[src/rtl/mm_pkg.sv]
// Shared defaults and drain FSM encoding for the matrix-multiplier result drain.
package mm_pkg;

    localparam int DATA_WIDTH = 64;
    localparam int ADDR_WIDTH = 16;
    localparam int FIFO_DEPTH = 2;

    typedef enum logic [1:0] {
        DRAIN_IDLE,
        DRAIN_READ,
        DRAIN_FLUSH
    } drain_state_t;

endpackage

[src/rtl/result_drain_if.sv]
// Result RAM read port plus outbound valid/ready word stream.
interface result_drain_if #(
    parameter int DATA_WIDTH = mm_pkg::DATA_WIDTH,
    parameter int ADDR_WIDTH = mm_pkg::ADDR_WIDTH
);

    logic                  rd_enb;
    logic [ADDR_WIDTH-1:0] rd_addr;
    logic [DATA_WIDTH-1:0] rd_data;
    logic                  out_valid;
    logic [DATA_WIDTH-1:0] out_data;
    logic                  out_last;
    logic                  out_ready;

    modport master (
        output rd_enb, rd_addr, out_valid, out_data, out_last,
        input  rd_data, out_ready
    );

    modport slave (
        input  rd_enb, rd_addr, out_valid, out_data, out_last,
        output rd_data, out_ready
    );

endinterface

[src/rtl/result_fifo.sv]
// Small synchronous FIFO; head is read combinationally from storage and occupancy is exported.
module result_fifo #(
    parameter int WIDTH = 64,
    parameter int DEPTH = 2
) (
    input  logic                       clk,
    input  logic                       rst_n,
    input  logic                       wr_en,
    input  logic [WIDTH-1:0]           wr_data,
    input  logic                       rd_en,
    output logic [WIDTH-1:0]           head,
    output logic [$clog2(DEPTH):0]     count,
    output logic                       empty
);

    localparam int PW = $clog2(DEPTH);
    localparam int CW = PW + 1;

    logic [WIDTH-1:0] mem [DEPTH];
    logic [PW-1:0]    wr_ptr;
    logic [PW-1:0]    rd_ptr;

    always_ff @(posedge clk or negedge rst_n) begin
        if (!rst_n) begin
            wr_ptr <= '0;
            rd_ptr <= '0;
            count  <= '0;
        end else begin
            if (wr_en) wr_ptr <= wr_ptr + PW'(1);
            if (rd_en) rd_ptr <= rd_ptr + PW'(1);
            case ({wr_en, rd_en})
                2'b10:   count <= count + CW'(1);
                2'b01:   count <= count - CW'(1);
                default: count <= count;
            endcase
        end
    end

    // Storage needs no reset: nothing is visible until count says so.
    always_ff @(posedge clk) begin
        if (wr_en) mem[wr_ptr] <= wr_data;
    end

    assign head  = mem[rd_ptr];
    assign empty = (count == '0);

endmodule

[src/rtl/result_drain.sv]
// Walks a result RAM address range after the accelerator finishes and streams each word out.
module result_drain #(
    parameter int DATA_WIDTH = mm_pkg::DATA_WIDTH,
    parameter int ADDR_WIDTH = mm_pkg::ADDR_WIDTH,
    parameter int FIFO_DEPTH = mm_pkg::FIFO_DEPTH
) (
    input  logic                  clk,
    input  logic                  rst_n,
    input  logic                  start,
    input  logic [ADDR_WIDTH-1:0] base_addr,
    input  logic [ADDR_WIDTH:0]   word_count,
    output logic                  busyb,
    output logic                  done,
    result_drain_if.master        bus
);

    import mm_pkg::*;

    localparam int CNT_W = $clog2(FIFO_DEPTH) + 1;
    localparam logic [ADDR_WIDTH:0] ONE = 1;

    drain_state_t          state;
    logic [ADDR_WIDTH-1:0] base_q;
    logic [ADDR_WIDTH:0]   count_q;
    logic [ADDR_WIDTH:0]   issued;
    logic [ADDR_WIDTH:0]   sent;
    logic                  in_flight;

    logic [DATA_WIDTH-1:0] fifo_head;
    logic [CNT_W-1:0]      fifo_count;
    logic                  fifo_empty;
    logic                  fifo_wr;
    logic                  fifo_rd;
    logic                  credit_ok;
    logic                  issue;
    logic                  fire;

    // A returning word bypasses the FIFO when it is empty so the first beat lands the cycle data returns.
    always_comb begin
        credit_ok     = (CNT_W'(in_flight) + fifo_count) < CNT_W'(FIFO_DEPTH);
        issue         = (state == DRAIN_READ) && credit_ok;
        bus.rd_enb    = issue;
        bus.rd_addr   = base_q + issued[ADDR_WIDTH-1:0];
        bus.out_valid = !fifo_empty || in_flight;
        bus.out_data  = '0;
        if (!fifo_empty)
            bus.out_data = fifo_head;
        else if (in_flight)
            bus.out_data = bus.rd_data;
        bus.out_last  = bus.out_valid && (sent == count_q - ONE);
        fire          = bus.out_valid && bus.out_ready;
        fifo_rd       = !fifo_empty && bus.out_ready;
        fifo_wr       = in_flight && !(fifo_empty && bus.out_ready);
    end

    result_fifo #(
        .WIDTH (DATA_WIDTH),
        .DEPTH (FIFO_DEPTH)
    ) u_fifo (
        .clk     (clk),
        .rst_n   (rst_n),
        .wr_en   (fifo_wr),
        .wr_data (bus.rd_data),
        .rd_en   (fifo_rd),
        .head    (fifo_head),
        .count   (fifo_count),
        .empty   (fifo_empty)
    );

    always_ff @(posedge clk or negedge rst_n) begin
        if (!rst_n) begin
            state     <= DRAIN_IDLE;
            base_q    <= '0;
            count_q   <= '0;
            issued    <= '0;
            sent      <= '0;
            in_flight <= 1'b0;
            busyb     <= 1'b1;
            done      <= 1'b0;
        end else begin
            done      <= 1'b0;
            in_flight <= issue;
            if (fire) sent <= sent + ONE;
            case (state)
                DRAIN_IDLE: begin
                    if (start) begin
                        base_q  <= base_addr;
                        count_q <= word_count;
                        issued  <= '0;
                        sent    <= '0;
                        if (word_count == '0) begin
                            done <= 1'b1;
                        end else begin
                            state <= DRAIN_READ;
                            busyb <= 1'b0;
                        end
                    end
                end
                DRAIN_READ: begin
                    if (issue) begin
                        issued <= issued + ONE;
                        if (issued + ONE == count_q) state <= DRAIN_FLUSH;
                    end
                end
                DRAIN_FLUSH: begin
                    if (fire && bus.out_last) begin
                        state <= DRAIN_IDLE;
                        busyb <= 1'b1;
                        done  <= 1'b1;
                    end
                end
                default: state <= DRAIN_IDLE;
            endcase
        end
    end

endmodule

[src/flat_wrapper.sv]
// flat-port wrapper written by rule: the top's interface ports become plain ports
module result_drain_flat import mm_pkg::*;
#(
    parameter int DATA_WIDTH = mm_pkg::DATA_WIDTH,
    parameter int ADDR_WIDTH = mm_pkg::ADDR_WIDTH,
    parameter int FIFO_DEPTH = mm_pkg::FIFO_DEPTH
)
  (clk, rst_n, start, base_addr, word_count, busyb, done, bus_rd_enb, bus_rd_addr, bus_out_valid, bus_out_data, bus_out_last, bus_rd_data, bus_out_ready);
  result_drain_if #(.DATA_WIDTH(DATA_WIDTH), .ADDR_WIDTH(ADDR_WIDTH)) bus_i ();
  input  logic clk;
  input  logic rst_n;
  input  logic start;
  input  logic [ADDR_WIDTH-1:0] base_addr;
  input  logic [ADDR_WIDTH:0] word_count;
  output logic busyb;
  output logic done;
  output wire logic [$bits(bus_i.rd_enb)-1:0] bus_rd_enb;
  output wire logic [$bits(bus_i.rd_addr)-1:0] bus_rd_addr;
  output wire logic [$bits(bus_i.out_valid)-1:0] bus_out_valid;
  output wire logic [$bits(bus_i.out_data)-1:0] bus_out_data;
  output wire logic [$bits(bus_i.out_last)-1:0] bus_out_last;
  input wire logic [$bits(bus_i.rd_data)-1:0] bus_rd_data;
  input wire logic [$bits(bus_i.out_ready)-1:0] bus_out_ready;
  assign bus_rd_enb = bus_i.rd_enb;
  assign bus_rd_addr = bus_i.rd_addr;
  assign bus_out_valid = bus_i.out_valid;
  assign bus_out_data = bus_i.out_data;
  assign bus_out_last = bus_i.out_last;
  assign bus_i.rd_data = bus_rd_data;
  assign bus_i.out_ready = bus_out_ready;
  result_drain #(.DATA_WIDTH(DATA_WIDTH), .ADDR_WIDTH(ADDR_WIDTH), .FIFO_DEPTH(FIFO_DEPTH)) u_core (.clk(clk), .rst_n(rst_n), .start(start), .base_addr(base_addr), .word_count(word_count), .busyb(busyb), .done(done), .bus(bus_i));
endmodule
[config.mk]
export PLATFORM = sky130hd
export DESIGN_NAME = result_drain_flat
export DESIGN_NICKNAME = d
export VERILOG_FILES = /design/src/rtl/mm_pkg.sv /design/src/rtl/result_drain_if.sv /design/src/rtl/result_fifo.sv /design/src/rtl/result_drain.sv /design/src/flat_wrapper.sv
export SDC_FILE = /design/constraint.sdc
export NUM_CORES = 1
export LEC_CHECK = 0
export ABC_AREA = 0
export BUFFER_PORTS_ARGS = -buffer_cell sky130_fd_sc_hd__buf_4
export CORE_MARGIN = 2
export CORE_UTILIZATION = 51
export CTS_CLUSTER_DIAMETER = 30
export DETAILED_ROUTE_END_ITERATION = 7
export PLACE_DENSITY = 0.76
export RECOVER_POWER = 100
export SLEW_MARGIN = 5
export SYNTH_ARGS = -nofsm -noshare
export SYNTH_HDL_FRONTEND = slang
export SYNTH_HIERARCHICAL = 1
export SYNTH_SLANG_ARGS = --single-unit
[constraint.sdc]
create_clock -name clk -period 3.9 [get_ports clk]
set_clock_uncertainty 0.05 [all_clocks]
set_input_delay 0.195 -clock clk [delete_from_list [all_inputs] [get_ports clk]]
set_output_delay 0.195 -clock clk [all_outputs]
set_load 0.02 [all_outputs]
Word level (Yosys, flattened, before mapping). Memory sizes are Yosys's and may differ from the RTL's. Index checks and enable logic that the tools add are counted. Widths: inputs -> output; s select.

Bits in registers: 76. Latch bits: 0. Memory bits (writable): 128. Bits in read-only memories: 0. Bits of input ports: 101. Output and inout bits: 85. Memories kept: 1.

$add $sub $neg: 9. $mul: 0. Divide/modulo/power cells: 0. Magnitude comparators: 1. Equal/unequal tests: 11. Shift operators: 0. Multiplexer cells: 25. Bitwise gates (word level): 0. Reductions and logical operators: 20.

Memory list: u_core.u_fifo.mem (depth 2, bits a word 64, read ports 1, clocked after memory_dff 0, wr ports 1, line result_fifo.sv:19) `logic [WIDTH-1:0] mem [DEPTH];`.

Operators by type and width (count): $mux 64 (2); $mux 17 (5); $add 17x1->17 const B (2); $eq 17x17->1 (2); $pmux 17 s2 (1); $logic_not 17->1 (1); $sub 17x1->17 const B (1); $add 16x16->16 (1); $mux 2 (5); $mux 1 (8); $logic_and 1x1->1 (7); $ne 2x2->1 const B (3); $pmux 2 s3 (1); $reduce_bool 2->1 (3); $reduce_and 5->1 (1); $eq 2x1->1 const B (2); $eq 2x2->1 const B (2); $logic_not 2->1 (2); $ne 2x1->1 const B (2); $pmux 1 s2 (2); $pmux 2 s2 (1); $reduce_and 4->1 (1); $reduce_and 3->1 (1); $add 1x1->1 const B (2); other kinds (7) (8).

Longest topological paths before layout.
Depth in word-level cells: 7. Gate-level depth with buffers: 10.

By module. The synthesis kept the hierarchy.

Modules (own cells, without submodules): result_drain (times used 1, cells an instance 773, area an instance 5838.1 um^2); result_fifo (times used 1, cells an instance 214, area an instance 5002.3 um^2).

Worst setup path before layout. Ideal clock, no wire load.

Path type: register to register. Start point: reg u_core.u_fifo.count[0]. End point: mem u_core.u_fifo.mem[0][0], enable pin. Setup time: 486 ps. Data arrival time: 3721 ps. Setup slack: -357 ps. Stages on the path, launching flop included: 6. Cells stage by stage: dfrtp_1 -> nor2_1 -> clkbuf_1 -> a21boi_0 -> inv_1 -> nor2_1.

Word-level cells in the longest chain between the ends: 6.

RTL lines: start, declared (line result_fifo.sv:12) `output logic [$clog2(DEPTH):0] count,`; start signal, assigned (line result_fifo.sv:32) `2'b10: count <= count + CW'(1);`; start signal, assigned (line result_fifo.sv:33) `2'b01: count <= count - CW'(1);`; start signal, assigned (line result_fifo.sv:34) `default: count <= count;`; $logic_not 2->1 (line result_fifo.sv:45) `assign empty = (count == '0);`; via u_core.fifo_empty (line result_drain.sv:31) `logic fifo_empty;`; $logic_and 1x1->1 (line result_drain.sv:53) `fifo_wr = in_flight && !(fifo_empty && bus.out_ready);`; $logic_not 1->1 (line result_drain.sv:53); $logic_and 1x1->1 (line result_drain.sv:53); via u_core.fifo_wr (line result_drain.sv:32) `logic fifo_wr;`; $mux 1 (line result_fifo.sv:41) `if (wr_en) mem[wr_ptr] <= wr_data;`; $mux 1 (not written as such) (line result_fifo.sv:41); end, declared (line result_fifo.sv:19).

The timed path passes the listed nets, and every way through them passes these cells.

Worst setup path after layout.
Start point: reg u_core.issued[0]. End point: out bus_rd_addr[14].

Word-level cells in the longest chain between the ends: 1.

RTL lines: start, declared (line result_drain.sv:25) `logic [ADDR_WIDTH:0] issued;`; start signal, assigned (line result_drain.sv:101) `issued <= issued + ONE;`; $add 16x16->16 (line result_drain.sv:43) `bus.rd_addr = base_q + issued[ADDR_WIDTH-1:0];`; end, declared (line flat_wrapper.sv:18) `output wire logic [$bits(bus_i.rd_addr)-1:0] bus_rd_addr;`.

No other way between the ends.

==> metrics.md <==
| Metric | Value |
|---|---|
| CP max stage delay | `0.48 ns` |
| Critical path arrival | `3.41 ns` |
| Post-Place Setup Slack | `0.808 ns` |
| CTS buffer count | `40` |
| Count leader, synth | `edfxtp_1` |
| VDD IR max | `0.599 mV` |
| DRC viols | `0` |
| Starting Density | `51.7%` |
| Top-level I/O count | `186` |
| CP top delay family | `compound AO/OA/AOI/OAI gates` |
| Non-Filler Instances | `1585` |
| Crit-path cells | `ha_1, inv_1, fa_1, nor2b_1, o21ai_0, a21boi_0, o211ai_1, a31oi_1, nand4_1, o311ai_0, buf_4` |
| Area leader, netlist | `edfxtp_1` |
| Main area contributors after synthesis | `edfxtp_1 (35%), dfrtp_1 (17%), mux2_4 (6.9%)` |
| Violated checks | `max-capacitance violations, max-slew violations` |
| Clock H-tree levels | `2` |
| Multi-input gate area | `4530 µm²` |
| Ys flop type | `edfxtp_1` |
| Worst Path Required | `3.65 ns` |
| First-pass GRT wire length | `42800 µm` |
| Crit-path max FO | `8` |
| Critical R2R Launch | `u_core/u_fifo/count[0]` |
| Pleak | `0.00576 µW` |
| Post-synth EDFFs | `128` |
| Iteration-0 DRC Markers | `520` |
| Top cells by count, synth | `edfxtp_1 (128), o21ai_0 (118), nand2_1 (108), inv_1 (86), dfrtp_1 (75)` |
| Xor and xnor fraction of the mapped netlist area | `5.74%` |
| Core area | `21000 µm²` |
| Final Cycle Share | `93.8%` |
| Cell Rows | `53` |
| Post-Syn Nets | `1108` |
| Setup crit end kind | `output pin` |
| IO buf count | `185` |
| Total global-route track usage | `24.1%` |
| Layout area overhead | `31.3%` |
| Die area | `22400 µm²` |
| Final min period | `3.66 ns` |
| Status | `finished with violations` |
| Overall power | `11900 µW` |
| Synth cell types | `61` |
| Final net count | `1399` |
| Simple-gate share of the synthesized area | `12.2%` |
| Layout cell share with drive strength beyond 1 | `17.2%` |
| Mux contribution to synthesized area | `11.3%` |
| Reg clk slew, reported paths | `0.04 ns` |
| Post-route antenna net violation count | `0` |
| CP Class | `flip-flop to output pin` |
| Yosys top cell area share | `35.5%` |
| Later-pin clock latency in the skew report | `0.51 ns` |
| Hpwl dp | `17100 µm` |
| Mapped cell area | `10800 µm²` |
| Max Clk Rate | `0.273 GHz` |
| Synth Area in Compound Gates | `10.2%` |
| Gp weighted congestion | `0.932` |
| GRT overflow | `0` |
| Main combinational cell family by area after synthesis | `simple AND/OR/NAND/NOR gates` |
| Seq. cell area | `5750 µm²` |
| Async SR Flop Fraction | `37.3%` |
| Adder-Cell Fraction of Synth Area | `2.38%` |
| Die width | `150 µm` |
| Wirelength per Cell | `17.2 µm` |
| R2r worst-path depth | `4` |
| Deepest clock path buffer count | `3` |
| Slew @ Worst Pin | `2.57 ns` |
| Hold path startpoint | `bus_out_ready` |
| Max-slew violations | `119` |
| Hold WC Path Type | `primary input to flip-flop` |
| # setup viols final | `0` |
| Vias in the first global route | `8605` |
| Root buf cell | `clkbuf_16` |
| FF+latch count, synth | `204` |
| Critical path origin | `u_core/issued[0]` |
| Largest net degree at the start of global routing | `67` |
| DR vias/cell | `5.44` |
| R2R Path End | `u_core/u_fifo/mem[1][62]` |
| Post-CTS setup repair buffer count | `0` |
| Slowest CP cell | `dfrtp_1` |
| Vias post-DR | `8624` |
| Crit. path cell count | `11` |
| Register area share after synthesis | `53.0%` |
| Cell Count Post-Placement | `1413` |
| Setup_tns | `0 ns` |
| Startpoint Class | `flip-flop` |
| Final WS setup | `0.243 ns` |
| Slew HR | `-71.5%` |
| Maxcap violations | `4` |
| Worst reg2reg setup slack | `0.35 ns` |
| CTS sink cnt | `204` |
| Final WL | `27300 µm` |
| Die height | `150 µm` |
| Initial antenna violation count | `1` |
| Ys Warns | `6` |
| Fillers | `1608` |
| CTS tree | `yes` |
| P per Cell Area | `838 nW/µm²` |
| Worst Path Buf+Inv | `2` |
| Mapped Cells | `987` |
| Worst Setup EP | `bus_rd_addr[14]` |
| Drt first pass iters | `5` |
| Final hold viol count | `0` |
| Avg Cell Area, Syn | `11.0 µm²` |
| Unrepaired setup endpoints after global routing | `no` |
==> worst min-delay path by stage <==
stage	cells after the start	slack [ns]	endpoint
after floorplan	0	-0.15	u_core/base_q[0]
after global placement	1	0.19	u_core/base_q[5]
after detailed placement	1	0.19	u_core/base_q[5]
after CTS	4	0.03	u_core/sent[1]
after global routing	4	0.07	u_core/sent[1]
final	4	0.06	u_core/sent[1]
==> placed cells by master (no fill, tap or decap), types with 4 or more instances in the layout <==
cell	Yosys	routed
clkbuf_1	32	144
edfxtp_1	128	128
o21ai_0	118	120
nand2_1	108	108
dlygate4sd3_1	0	98
inv_1	86	86
dfrtp_1	75	74
nor2_1	54	54
mux2_4	50	50
clkbuf_16	0	40
xnor2_1	40	40
buf_4	0	39
mux2_2	39	39
xor2_1	31	31
nand3_1	19	19
ha_1	19	19
nor3_1	15	15
a21oi_1	15	15
clkbuf_2	0	14
nand4_1	12	12
nor4_1	12	12
and3_1	11	11
or3_1	9	9
nand2b_1	9	9
inv_6	0	7
clkinv_2	0	7
nor2b_1	7	7
o21a_1	7	7
a31oi_1	6	6
a211oi_1	6	6
o31ai_1	6	6
bufinv_16	0	5
o211ai_1	5	5
mux2i_1	4	4
o41ai_1	4	4
==> routing by layer <==
| metal | up-vias | wire, µm | global-route usage, % |
|---|---|---|---|
| met4 | 0 | 754 | 9.39 |
| met3 | 54 | 1640 | 5.03 |
| met2 | 316 | 13500 | 41.0 |
| li1 | 4099 | - | - |
| met1 | 4155 | 11400 | 30.3 |
| met5 | - | 0 | 0 |
==> power by group <==
group / total, µW / leakage, µW / internal (µW) / switching (µW)
registers: 3670 / 0.00215 / 3070 / 604
clock network: 3430 / 0.000672 / 2280 / 1150
logic: 4820 / 0.00293 / 1880 / 2950
==> worst register-to-register path: stages, from the launching register on <==
cell	delay, ns
dfrtp_1	0.42
nor2_1	0.09
a21boi_0	0.34
and2_1	1.53
clkbuf_2	0.74
==> what timing repair did <==
action                                 CTS  global route
setup endpoints to repair                0             0
resized for setup                        0             0
hold buffers                            98             0
endpoints found under the hold margin  205             0
==> per-stage QoR <==
stage / utilization [%] / hold WS [ns] / area [µm²]
final: 67.9 / 0.0578 / 14200
after floorplan: - / -0.151 / 10800
after global routing: 67.9 / 0.0675 / 14200
after global placement: 59.6 / 0.188 / 12500
after detailed placement: 59.6 / 0.194 / 12500
after CTS: 70.9 / 0.0320 / 14800
==> cell type report <==
cell class / count / area share (%)
flip-flops and latches: 204 / 40.4
multi-input cells: 650 / 31.8
repair buffers: 296 / 13.5
clock buffers: 44 / 7.28
well taps: 275 / 2.42
clock inverters: 29 / 2.36
inverters: 86 / 2.27
diodes: 1 / 0.0176
==> sequential cells by signal (all words and copies together), names as in the netlist <==
signal                cells
u_core/base_q            16
u_core/done               1
u_core/issued            17
u_core/in_flight          1
u_core/sent              17
u_core/count_q           17
u_core/u_fifo/rd_ptr      1
u_core/u_fifo/wr_ptr      1
u_core/u_fifo/mem       128
u_core/busyb              1
u_core/u_fifo/count       2
u_core/state              2
==> kinds of logic (layout without fill, tap and decap cells) <==
logic type | count (synthesis) | after routing
xor+xnor | 71 | 71
mux | 93 | 93
other cells | 0 | 1
simple gates | 277 | 277
fa+ha+maj | 20 | 20
buf+inv | 133 | 455
flops | 204 | 204
compound gates | 189 | 189
Power figures use the tool's default switching activity.
